--- src/rtl/fetch_unit.sv ---
// Instruction fetch front end.
// A PC register drives instruction memory directly. Fetched words are captured
// with their byte address into a two-entry FIFO whose head is presented downstream.
// Redirects flush the FIFO and restart fetch. A misaligned redirect sets a sticky
// fault that freezes fetch until reset.
module fetch_unit #(
  parameter logic [31:0] RESET_PC = 32'h00000000
) (
  input  logic        clk,
  input  logic        rst,
  output logic [31:0] imem_addr,
  input  logic [31:0] imem_rdata,
  input  logic        redirect_valid,
  input  logic [31:0] redirect_pc,
  output logic        instr_valid,
  input  logic        instr_ready,
  output logic [31:0] instr,
  output logic [31:0] instr_pc,
  output logic        fault
);

  logic [31:0] pc;
  logic [31:0] head_pc;
  logic [31:0] head_word;
  logic [31:0] tail_pc;
  logic [31:0] tail_word;
  logic [1:0]  count;
  logic        valid_q;
  logic        fault_q;

  logic        pop;
  logic        push;
  logic        redirect;

  // Handshake decode: redirect outranks push/pop and is ignored once faulted
  always_comb begin
    pop      = valid_q & instr_ready;
    redirect = redirect_valid & ~fault_q;
    push     = ~fault_q & ~redirect_valid & ((count != 2'd2) | pop);
  end

  // PC, FIFO and fault state; the head entry is the registered output stage
  always_ff @(posedge clk) begin
    if (rst) begin
      pc        <= RESET_PC;
      count     <= '0;
      valid_q   <= 1'b0;
      fault_q   <= 1'b0;
      head_pc   <= '0;
      head_word <= '0;
      tail_pc   <= '0;
      tail_word <= '0;
    end else if (redirect) begin
      count   <= '0;
      valid_q <= 1'b0;
      pc      <= {redirect_pc[31:2], 2'b00};
      if (redirect_pc[1:0] != 2'b00) begin
        fault_q <= 1'b1;
      end
    end else begin
      if (push) begin
        pc <= pc + 32'd4;
      end
      case ({push, pop})
        2'b10: begin
          if (count == 2'd0) begin
            head_pc   <= pc;
            head_word <= imem_rdata;
          end else begin
            tail_pc   <= pc;
            tail_word <= imem_rdata;
          end
          count   <= count + 2'd1;
          valid_q <= 1'b1;
        end
        2'b01: begin
          head_pc   <= tail_pc;
          head_word <= tail_word;
          count     <= count - 2'd1;
          valid_q   <= (count == 2'd2);
        end
        2'b11: begin
          // Occupancy unchanged; the tail advances to head so order is kept
          if (count == 2'd1) begin
            head_pc   <= pc;
            head_word <= imem_rdata;
          end else begin
            head_pc   <= tail_pc;
            head_word <= tail_word;
            tail_pc   <= pc;
            tail_word <= imem_rdata;
          end
        end
        default: begin
        end
      endcase
    end
  end

  assign imem_addr   = pc;
  assign instr_valid = valid_q;
  assign instr       = head_word;
  assign instr_pc    = head_pc;
  assign fault       = fault_q;

endmodule

--- config.mk ---
export PLATFORM = sky130hd
export DESIGN_NAME = fetch_unit
export DESIGN_NICKNAME = d
export VERILOG_FILES = /design/src/rtl/fetch_unit.sv
export SDC_FILE = /design/constraint.sdc
export NUM_CORES = 1
export LEC_CHECK = 0
export ABC_AREA = 1
export CAP_MARGIN = 20
export CELL_PAD_IN_SITES_DETAIL_PLACEMENT = 1
export CELL_PAD_IN_SITES_GLOBAL_PLACEMENT = 1
export CORE_ASPECT_RATIO = 1.1
export CORE_UTILIZATION = 39
export CTS_CLUSTER_DIAMETER = 30
export DETAILED_ROUTE_END_ITERATION = 12
export PLACE_DENSITY_LB_ADDON = 0.2
export SYNTH_ARGS = -nofsm -noshare
export SYNTH_HDL_FRONTEND = slang
export SYNTH_SLANG_ARGS = --single-unit
export TNS_END_PERCENT = 5
--- constraint.sdc ---
create_clock -name clk -period 3.9 [get_ports clk]
set_input_delay 0.78 -clock clk [delete_from_list [all_inputs] [get_ports clk]]
set_output_delay 0.78 -clock clk [all_outputs]
set_load 0.01 [all_outputs]
After elaboration in Yosys (flattened, before gate mapping). Index checks and enable logic that the tools add are counted.

Add/subtract/negate cells: 3. Mux-type cells: 16. Eq/ne operators: 9. Bitwise operators: 8. Reductions and logical operators: 10.

Operators by type and width (number): 2-to-1 mux 32 bit (10); case mux 32 bit (3 select lines) (2); case mux 32 bit (2 select lines) (2); adder 32 x 3 -> 32 bit (second input constant) (1); inequality test 2 bit (second input constant) (4); nonzero test 2 bit (4); equality test 2 bit (second input constant) (3); bitwise AND 1 bit (4); equality test 2 x 1 -> 1 bit (second input constant) (2); case mux 2 bit (2 select lines) (1); AND reduction 4 bit (1); NOT 1 bit (3); AND reduction 3 bit (1); nonzero test 3 bit (1); adder 2 x 1 -> 2 bit (second input constant) (1); logical NOT 2 bit (1); case mux 1 bit (2 select lines) (1); AND reduction 2 bit (1); OR reduction 2 bit (1); subtractor 2 x 1 -> 2 bit (second input constant) (1); OR 1 bit (1).

Logic and storage cells: 55. Register bits after elaboration: 164. Output and inout bits: 98. Input port bits: 68.

Logic depth before layout (Yosys ltp).
Depth in word-level cells: 6. Gate-level depth with buffers: 12. Mapped depth without buffers: 11.

Least setup slack after synthesis. Ideal clock, no wire load.

Path kind: in2reg. From: input port redirect_valid. To: register tail_word[10]. Buffers on the path: 2. Required time: 3.784 ns. Path slack: 2.075 ns. Setup time: 0.116 ns. Stages: 9. Arrival: 1.709 ns. Path through: nor2_4 > nand2_2 > or2_4 > nand2_4 > inv_2 > buf_6 > buf_6 > nor2_2 > nor2_1.

Longest elaborated chain between the ends: 6. Elaborated cells between the ends (all ways): 12. Classes of those cells: eq/ne (4); mux (1); bitwise (5); reduce/logical (2).

Ends and longest elaborated chain: start, declared (line 13) `input logic redirect_valid,`; NOT 1 bit (line 39) `push = ~fault_q & ~redirect_valid & ((count != 2'd2) | pop);`; bitwise AND 1 bit (2 in a row) (line 39); equality test 2 bit (line 64) `case ({push, pop})`; inequality test 2 bit (no line) or nonzero test 2 bit (tied branches); AND reduction 4 bit (no line); end signal, assigned (line 71) `tail_word <= imem_rdata;`; end signal, assigned (line 91) `tail_word <= imem_rdata;`; end, declared (line 26) `logic [31:0] tail_word;`.

Parallel ways exist; a longest one is shown, timed or not. A chain may end at the register's enable or synchronous reset.

Worst setup path in the final report.
From: input port instr_ready. To: register tail_word[30].

Longest elaborated chain between the ends: 6. Elaborated cells between the ends (all ways): 10. Classes of those cells: eq/ne (4); mux (1); bitwise (3); reduce/logical (2).

Ends and longest elaborated chain: start, declared (line 16) `input logic instr_ready,`; bitwise AND 1 bit * (line 37) `pop = valid_q & instr_ready;`; OR 1 bit (line 39); bitwise AND 1 bit (line 39); equality test 2 bit (line 64); inequality test 2 bit (no line) or nonzero test 2 bit (tied branches); AND reduction 4 bit (no line).

Every way passes the cells marked *; elsewhere a longest branch is shown, timed or not.

==> run summary <==
CP required: 4.25 ns
DRT Pass-1 Iters: 4
Tcrit/Tclk final: 72.7%
Core Box Area: 18,400 µm²
Routability cong.: 0.809
Worst hold path cell count: 2
Pre-CTS WS: 0.620 ns
Asr flop ratio synth: 0%
Setup TNS Final: 0 ns
CTS Buffer Depth: 2
Max-cap violations: 0
1st-iter DRT viols: 337
CP arrival: 3.18 ns
Synth-to-layout area growth: 30.2%
ANT nets after route: 0
Post-synthesis register bit count: 158
RR Startpoint: instr_valid$_SDFFE_PP0P_
Mapped Avg Cell Area: 7.13 µm²
CP Class: in -> reg
Post-cts gate resize count: 0
Largest net degree at the start of global routing: 77
Final Max Slew Viols: 0
Layout net count: 1,222
DIE HEIGHT: 146 µm
Setup WS post-layout: 1.06 ns
Skew final: 0.00820 ns
Worst setup SP type: primary input
F_max: 352 MHz
Warnings from Yosys: 0
Hold EP: tail_pc[17]$_SDFFE_PP0P_
DR vias: 7,447
Total CTS buffers: 17
Residual DRC: 0
Worst Reg-to-Reg Cells: 8
Gate power share: 17.8%
Sw power: 0.00128 W
Worst Hold Launch: tail_pc[17]$_SDFFE_PP0P_
Outcome: completed
Pwr per Cell Area: 448 nW/µm²
Clk_lat worst skew: 0.43 ns
Root buffer cell: clkbuf_16
Clock slew at reported path FFs: 0.07 ns
Clk pwr share: 38.3%
Seq pwr share: 43.9%
IO Port Bufs: 161
CTS H-Tree Depth: 4
Avg WL per Cell: 16.9 µm
Die width: 133 µm
I/O pin cnt: 166
Vias in the first global route: 7,495
Hold violation count in the final report: 0
Slew @ Worst Pin: 1.09 ns
Die area: 19,400 µm²
Ant. Diodes: 0
TritonCTS clock tree: done
Reg2Reg Setup Slack: 1.54 ns
# rows: 52
Tot Pwr: 0.00429 W
CTS Hold Buffers Added: 0
Top_reg_cell synth: dfxtp_1
Initial antenna violation count: 0
Sequential element share of the synthesized area: 43.1%
CP max FO: 76
Power Internal: 0.00301 W
RSZ-0062 raised after global routing: no
Routed WL: 23.7 mm
Total setup buffers inserted after CTS: 0
Num Clock Sinks: 158
DP Wirelength: 15.5 mm
Share of cells above drive strength 1: 9.03%
Hold Path Class: reg -> reg
Slew headroom: 27.4%
Grt total ovfl: 0
Initial Util: 39.9%
Synth cell types: 32
First-pass GRT wire length: 38.1 mm
Final Hold Slack: 0.467 ns
Placed Instances: 1,374
Post-synth EDFFs: 0
Switching portion of total power: 29.8%
Mapped Area: 7350 µm²
Total GRT Usage: 24.6%
Layout Cells excl Fill: 1,406
Mapped Cells: 1,030
Worst Setup End Kind: flop
Leakage power: 3.48 nW
Peak VDD IR: 0.318 mV
Vias per inst: 5.30
# setup viols final: 0
Fin crit period: 2.84 ns
RR Endpoint: tail_word[30]$_SDFFE_PP0P_
-- state kept, by name, indices dropped and copies added, names as in the netlist --
signal and count:
instr 32, instr_pc 30, tail_word 32, imem_addr 30, count 2, instr_valid 1
fault 1, tail_pc 30
-- synth_stat cells, types with 6 or more instances --
cell type / instances / share of area [%]
dfxtp_1: 158 / 43
buf_4: 6 / 0.61
o21ai_1: 6 / 0.41
buf_2: 30 / 2.0
nand2_2: 14 / 1.2
o21ai_0: 109 / 7.4
clkbuf_1: 30 / 1.5
nor2_2: 25 / 2.1
nor2_1: 127 / 6.5
a21oi_1: 35 / 2.4
inv_2: 6 / 0.31
inv_1: 37 / 1.9
a21oi_2: 9 / 1.1
o211ai_1: 8 / 0.82
a31oi_1: 74 / 6.3
nand2_1: 217 / 11
nand3_1: 109 / 7.4
-- critical path: stages --
cell and delay (ns):
clkdlybuf4s50_1 0.47, nand2_1 0.10, inv_2 0.41, nand2_2 0.09, or2_4 0.25, nand2_4 0.06, buf_4 0.61, o21ai_0 0.20
nor2_1 0.19
-- per-stage QoR --
stage / utilization, % / cell area, µm²
6_report: 51.9 / 9560
5_1_grt: 51.9 / 9560
4_1_cts: 51.9 / 9560
3_5_place_dp: 48.8 / 8990
3_3_place_gp: 48.8 / 8990
2_1_floorplan: - / 7360
-- layer usage --
layer / routed length (µm) / part of all wire, % / GRT usage [%]
met5: 0 / 0 / 0
met4: 403 / 1.7 / 7.87
met3: 722 / 3.0 / 3.69
met2: 11400 / 48 / 41.9
met1: 11200 / 47 / 31.7
-- final cells by class --
| class | instances | area (µm²) |
|---|---|---|
| clock buffers | 17 | 425 |
| inverters | 43 | 163 |
| well taps | 243 | 304 |
| flip-flops and latches | 158 | 3160 |
| repair buffers | 173 | 1730 |
| multi-input cells | 757 | 3630 |
| clock inverters | 15 | 153 |
| fillers | 2325 | 8850 |
-- logic make-up after synthesis --
group	after synthesis	synth area share, %
AO/OA/AOI/OAI	244	18.7
XOR/XNOR	1	0.119
adder cells (fa/ha/maj)	4	0.681
buffers and inverters	118	7.73
flip-flops	158	43.1
other	1	0.0510
AND/OR/NAND/NOR	504	29.6
-- cell usage in the layout, fill, tap and decap left out, types with 5 or more instances in the layout --
cell             synthesis  layout
clkbuf_16                0      17
inv_6                    0       6
dfxtp_1                158     158
o21ai_0                109     109
a21oi_2                  9       9
a21oi_1                 35      35
nand3_1                109     109
a31oi_1                 74      74
nor2_1                 127     127
nand2_2                 14      15
clkdlybuf4s50_1          0     161
o21ai_1                  6       6
buf_4                    6      10
nor2_2                  25      25
inv_1                   37      37
inv_2                    6       5
nand2_1                217     216
o211ai_1                 8       8
-- power groups by stage --
stage	combinational [W]	sequential (W)	clock (W)
2_1_floorplan	0.000370	0.00192	0
3_3_place_gp	0.000745	0.00191	0
3_5_place_dp	0.000764	0.00192	0
4_1_cts	0.000770	0.00188	0.00167
5_1_grt	0.000836	0.00190	0.00174
6_report	0.000763	0.00188	0.00164
-- how the worst max path moves through the flow --
stage                        start  cells after the start  slack [ns]                    endpoint
floorplan           redirect_valid                      9        2.07  tail_word[10]$_SDFFE_PP0P_
global placement       instr_ready                      9        0.72    tail_pc[18]$_SDFFE_PP0P_
detailed placement     instr_ready                      9        0.62     tail_pc[7]$_SDFFE_PP0P_
CTS                    instr_ready                      9        1.05    tail_pc[16]$_SDFFE_PP0P_
global route           instr_ready                      9        0.90     tail_pc[4]$_SDFFE_PP0P_
finish                 instr_ready                      9        1.06  tail_word[30]$_SDFFE_PP0P_
(Power assumes the default switching activity.)
==> patch 1 (same settings) <==
Put one more register stage on the output `fault`. The value now appears one clock later. The other outputs are not delayed to match. Comments in the files are not updated.
--- a/src/rtl/fetch_unit.sv
+++ b/src/rtl/fetch_unit.sv
@@ -103,3 +103,5 @@
   assign instr_pc    = head_pc;
-  assign fault       = fault_q;
+  always_ff @(posedge clk) begin
+    fault <= fault_q;
+  end
 
Function: changed (a bounded check fails within 4 cycles, from zero or initial values and one cycle with rst high).
==> patch 1 against the original RTL <==
Routed wire length is 1.3% lower. Total power is 4.7% higher. Sequential cell count is 1 higher. Cell area is 1.1% higher. Setup slack better by 0.069 ns. Via count is 0.47% lower. Critical path depth stayed put. Synthesized area is 0.27% higher.
==> patch 1: results (changes against the original RTL) <==
- Status: finished, final reports clean
- Worst Skew: 0.00850 ns (+0.000302 ns)
- Maximum VDD drop: 0.328 mV (+3.4%)
- Switching share of power: 27.2% (-2.6 points)
- Clk pwr: 1.84 mW (+12%)
- Async SR Flop Fraction: 0% (unchanged)
- DP HPWL: 15.5 mm (about the same)
- Global-route wire length before repair: 38.1 mm (about the same)
- Met2 Usage GRT: 41.4% (-0.58 points)
- Synth top area cells: dfxtp_1 (43%), nand2_1 (11%), nand3_1 (7.4%), o21ai_0 (7.4%), nor2_1 (6.5%)
- WL final: 23.4 mm (-1.3%)
- Worst rel slew slack: 28.8% (+1.4 points)
- Crit path DAT: 3.12 ns (-0.06 ns)
- Lkg Pwr: 3.52 nW (+1.2%)
- Ratio of cells with drive above 1 in the final layout: 8.94% (-0.086 points)
- Commonest cells post-synth: nand2_1 (217), dfxtp_1 (159), nor2_1 (127), nand3_1 (109), o21ai_0 (109)
- Via count: 7412 (-0.47%)
- Met2 WL: 11.4 mm (-0.78%)
- Placed Instance Area: 0.00901 mm² (+0.28%)
- Register area share after synthesis: 43.2% (+0.15 points)
- Met3 Track Usage GR: 3.85% (+0.16 points)
- DRT iter0 DRCs: 338 (+0.30%)
- Metal-1 WL: 10.8 mm (-3.5%)
- # hold bufs at CTS: 0 (unchanged)
- Filler cells: 2355 (+1.3%)
- Worst Hold Launch: fault_q
- Met1 usage: 32.0% (+0.31 points)
- Met3 WL post-DR: 936 µm (+30%)
- Tot GR Track Use: 24.6% (about the same)
- Worst stage delay on the critical path: 0.58 ns (-0.03 ns)
- Routability cong.: 0.858 (+6.0%)
## patch 1: cell count changes in the layout (fill, tap and decap cells not counted)
cell,delta
buf_4,-2
bufinv_16,+3
clkinv_4,-1
buf_12,+1
clkbuf_8,+4
inv_6,-4
dfxtp_1,+1
inv_8,-2
## patch 1: logic make-up after synthesis
logic type               after synthesis  share of synthesized area (%)
AND/OR/NAND/NOR                      504                           29.6
XOR/XNOR                               1                          0.119
other                                  1                         0.0509
flip-flops                           159                           43.2
buffers and inverters                118                           7.71
AO/OA/AOI/OAI                        244                           18.7
adder cells (fa/ha/maj)                4                          0.679
## patch 1: final timing paths
| path | slack, ns | to | cells past startpoint |
|---|---|---|---|
| max | 1.13 | tail_word[21] | 9 |
| min | 0.42 | fault | 0 |
| max reg2reg | 1.60 | tail_word[21] | 8 |
| min reg2reg | 0.42 | fault | 0 |
## patch 1: metrics by stage
stage               util [%]  instances  power, mW  hold WS (ns)  worst slack [ns]
finish                  52.3       1406       4.49         0.419              1.13
global route            52.3       1406       4.67         0.445             0.935
CTS                     52.3       1406       4.53         0.418              1.12
detailed placement      48.8       1374       2.69         0.409             0.674
global placement        48.8       1374       2.67         0.407             0.750
floorplan                  -       1034       2.30         0.397              2.07
## patch 1: final cells by class
| class | instances | area (µm²) | share of cell area, % |
|---|---|---|---|
| flip-flops and latches | 159 | 3180 | 32.9 |
| clock buffers | 21 | 480 | 4.97 |
| well taps | 243 | 304 | 3.14 |
| inverters | 43 | 163 | 1.68 |
| clock inverters | 11 | 176 | 1.82 |
| multi-input cells | 757 | 3630 | 37.5 |
| repair buffers | 172 | 1730 | 17.9 |
## patch 1: worst max-delay path: cells and delay by family
| family | cells | cell delay (ns) |
|---|---|---|
| buf+inv | 3 | 1.43 |
| compound gates | 1 | 0.18 |
| simple gates | 5 | 0.65 |
==> patch 2 (same flow settings) <==
Made on the original files. Reset style: asynchronous (`rst`), changed in one clocked block.
--- a/src/rtl/fetch_unit.sv
+++ b/src/rtl/fetch_unit.sv
@@ -42,3 +42,3 @@
   // PC, FIFO and fault state; the head entry is the registered output stage
-  always_ff @(posedge clk) begin
+  always_ff @(posedge clk or posedge rst) begin
     if (rst) begin
Formal check against the unedited RTL: differs if rst is asserted again (counterexample within 4 cycles, from zero or initial values and one cycle with rst high); with rst held inactive, the same outputs for 4 cycles.
==> patch 2 against the original RTL <==
Routed wire length down 7.6%. Cell area grew 6.6%. Setup slack improved by 0.40 ns. Sequential cell count grew 1. Maximum frequency increased by 17%. Synthesized area is 5.9% higher. Cell count grew 0.64%. Via count decreased by 5.1%. Worst hold slack better by 0.052 ns. Non-clock buffer count increased by 1. Utilization increased by 0.71 points. Critical endpoint is now imem_addr[13]. Largest cell class is now sequential cells. Highest routed layer unchanged.
Power is not compared: it rests on default switching activity, and its combinational part moved more than twofold at a synthesized area within 25%.
==> patch 2: results (changes against the original RTL) <==
- Adder-cell share of the synthesized area: 0.643% (-0.038 points)
- Wire per inst: 15.5 µm (-8.2%)
- Port buffer count: 163 (+1.2%)
- Sequential cells: 159 (+0.63%)
- Register area share after synthesis: 51.1% (+8.1 points)
- Placed Instance Area: 0.00963 mm² (+7.1%)
- CLK BUF: 23 (+6)
- Fin cells: 1415 (+0.64%)
- Ys flop type: dfrtp_1
- Worst stage delay on the critical path: 0.45 ns (-0.16 ns)
- DRT iter0 DRCs: 264 (-22%)
- FP Rows: 53 (+1.9%)
- Commonest cells post-synth: nand2_1 (252), nor2_1 (166), dfrtp_1 (159), a21oi_1 (114), o21ai_0 (93)
- Place WS: 1.06 ns (+0.435 ns)
- Register area: 0.00398 mm² (+26%)
- Hold_ws: 0.519 ns (+0.0516 ns)
- Tot GR Track Use: 22.7% (-1.9 points)
- Synth unique cells: 25 (-22%)
- Worst Skew: 0.0150 ns (+0.00683 ns)
- Status: finished, final reports clean
- Compound-Gate Fraction of Synth Area: 17.1% (-1.6 points)
- DP HPWL: 15.2 mm (-1.8%)
- Clk cell area share: 5.58% (-0.46 points)
- Crit path DAT: 2.75 ns (-0.43 ns)
- Vias/cell: 5.00 (-5.7%)
- Fin nets: 1227 (+0.41%)
- Post-Synth XOR/XNOR Area: 0.113% (-0.0067 points)
- Min Clock Period, post-route: 2.43 ns (-0.403 ns)
- R2r setup slk: 1.74 ns (+0.20 ns)
- Inverters, non-clock: 91 (+110%)
- Ratio of cells with drive above 1 in the final layout: 3.94% (-5.1 points)
- Non-Clock Buffer Area Fraction: 17.5% (-0.51 points)
- Maximum VDD drop: 0.340 mV
- Routability cong.: 0.801 (-1.0%)
- CP Max Fanout: 39 (-49%)
- Mean post-synth cell area: 7.65 µm² (+7.3%)
- Area of the multi-input gates: 0.00320 mm² (-12%)
- Vias in the first global route: 7121 (-5.0%)
patch 2: cell count changes in the layout (fill, tap and decap cells not counted), sizes merged, moves of 40 or more:
cell   before  now
a21oi      44  115
a31oi      74    2
dfrtp       0  159
dfxtp     158    0
inv        50   90
nand3     109   29
patch 2: path summary, 6_finish.rpt:
kind / from / endpoint / depth (start not counted)
min in group asynchronous: rst / instr[26] / 3
worst max register to register: imem_addr[3] / imem_addr[26] / 10
worst max-delay path: instr_ready / imem_addr[13] / 12
worst min-delay path: tail_pc[19] / tail_pc[19] / 2
worst min register to register: tail_pc[19] / tail_pc[19] / 2
max in group asynchronous: rst / imem_addr[26] / 3
patch 2: worst min-delay path, stage by stage, from the launching register on:
cell	delay, ns
dfrtp_1	0.34
nor2_1	0.05
a21oi_1	0.10
patch 2: metal layers:
layer / up-vias / GRT usage (%) / part of all wire (%)
met5: - / 0 / 0
met4: 0 / 6.89 / 1.6
met3: 18 / 4.01 / 3.8
met2: 148 / 36.6 / 48
met1: 3389 / 30.9 / 47
li1: 3513 / - / -
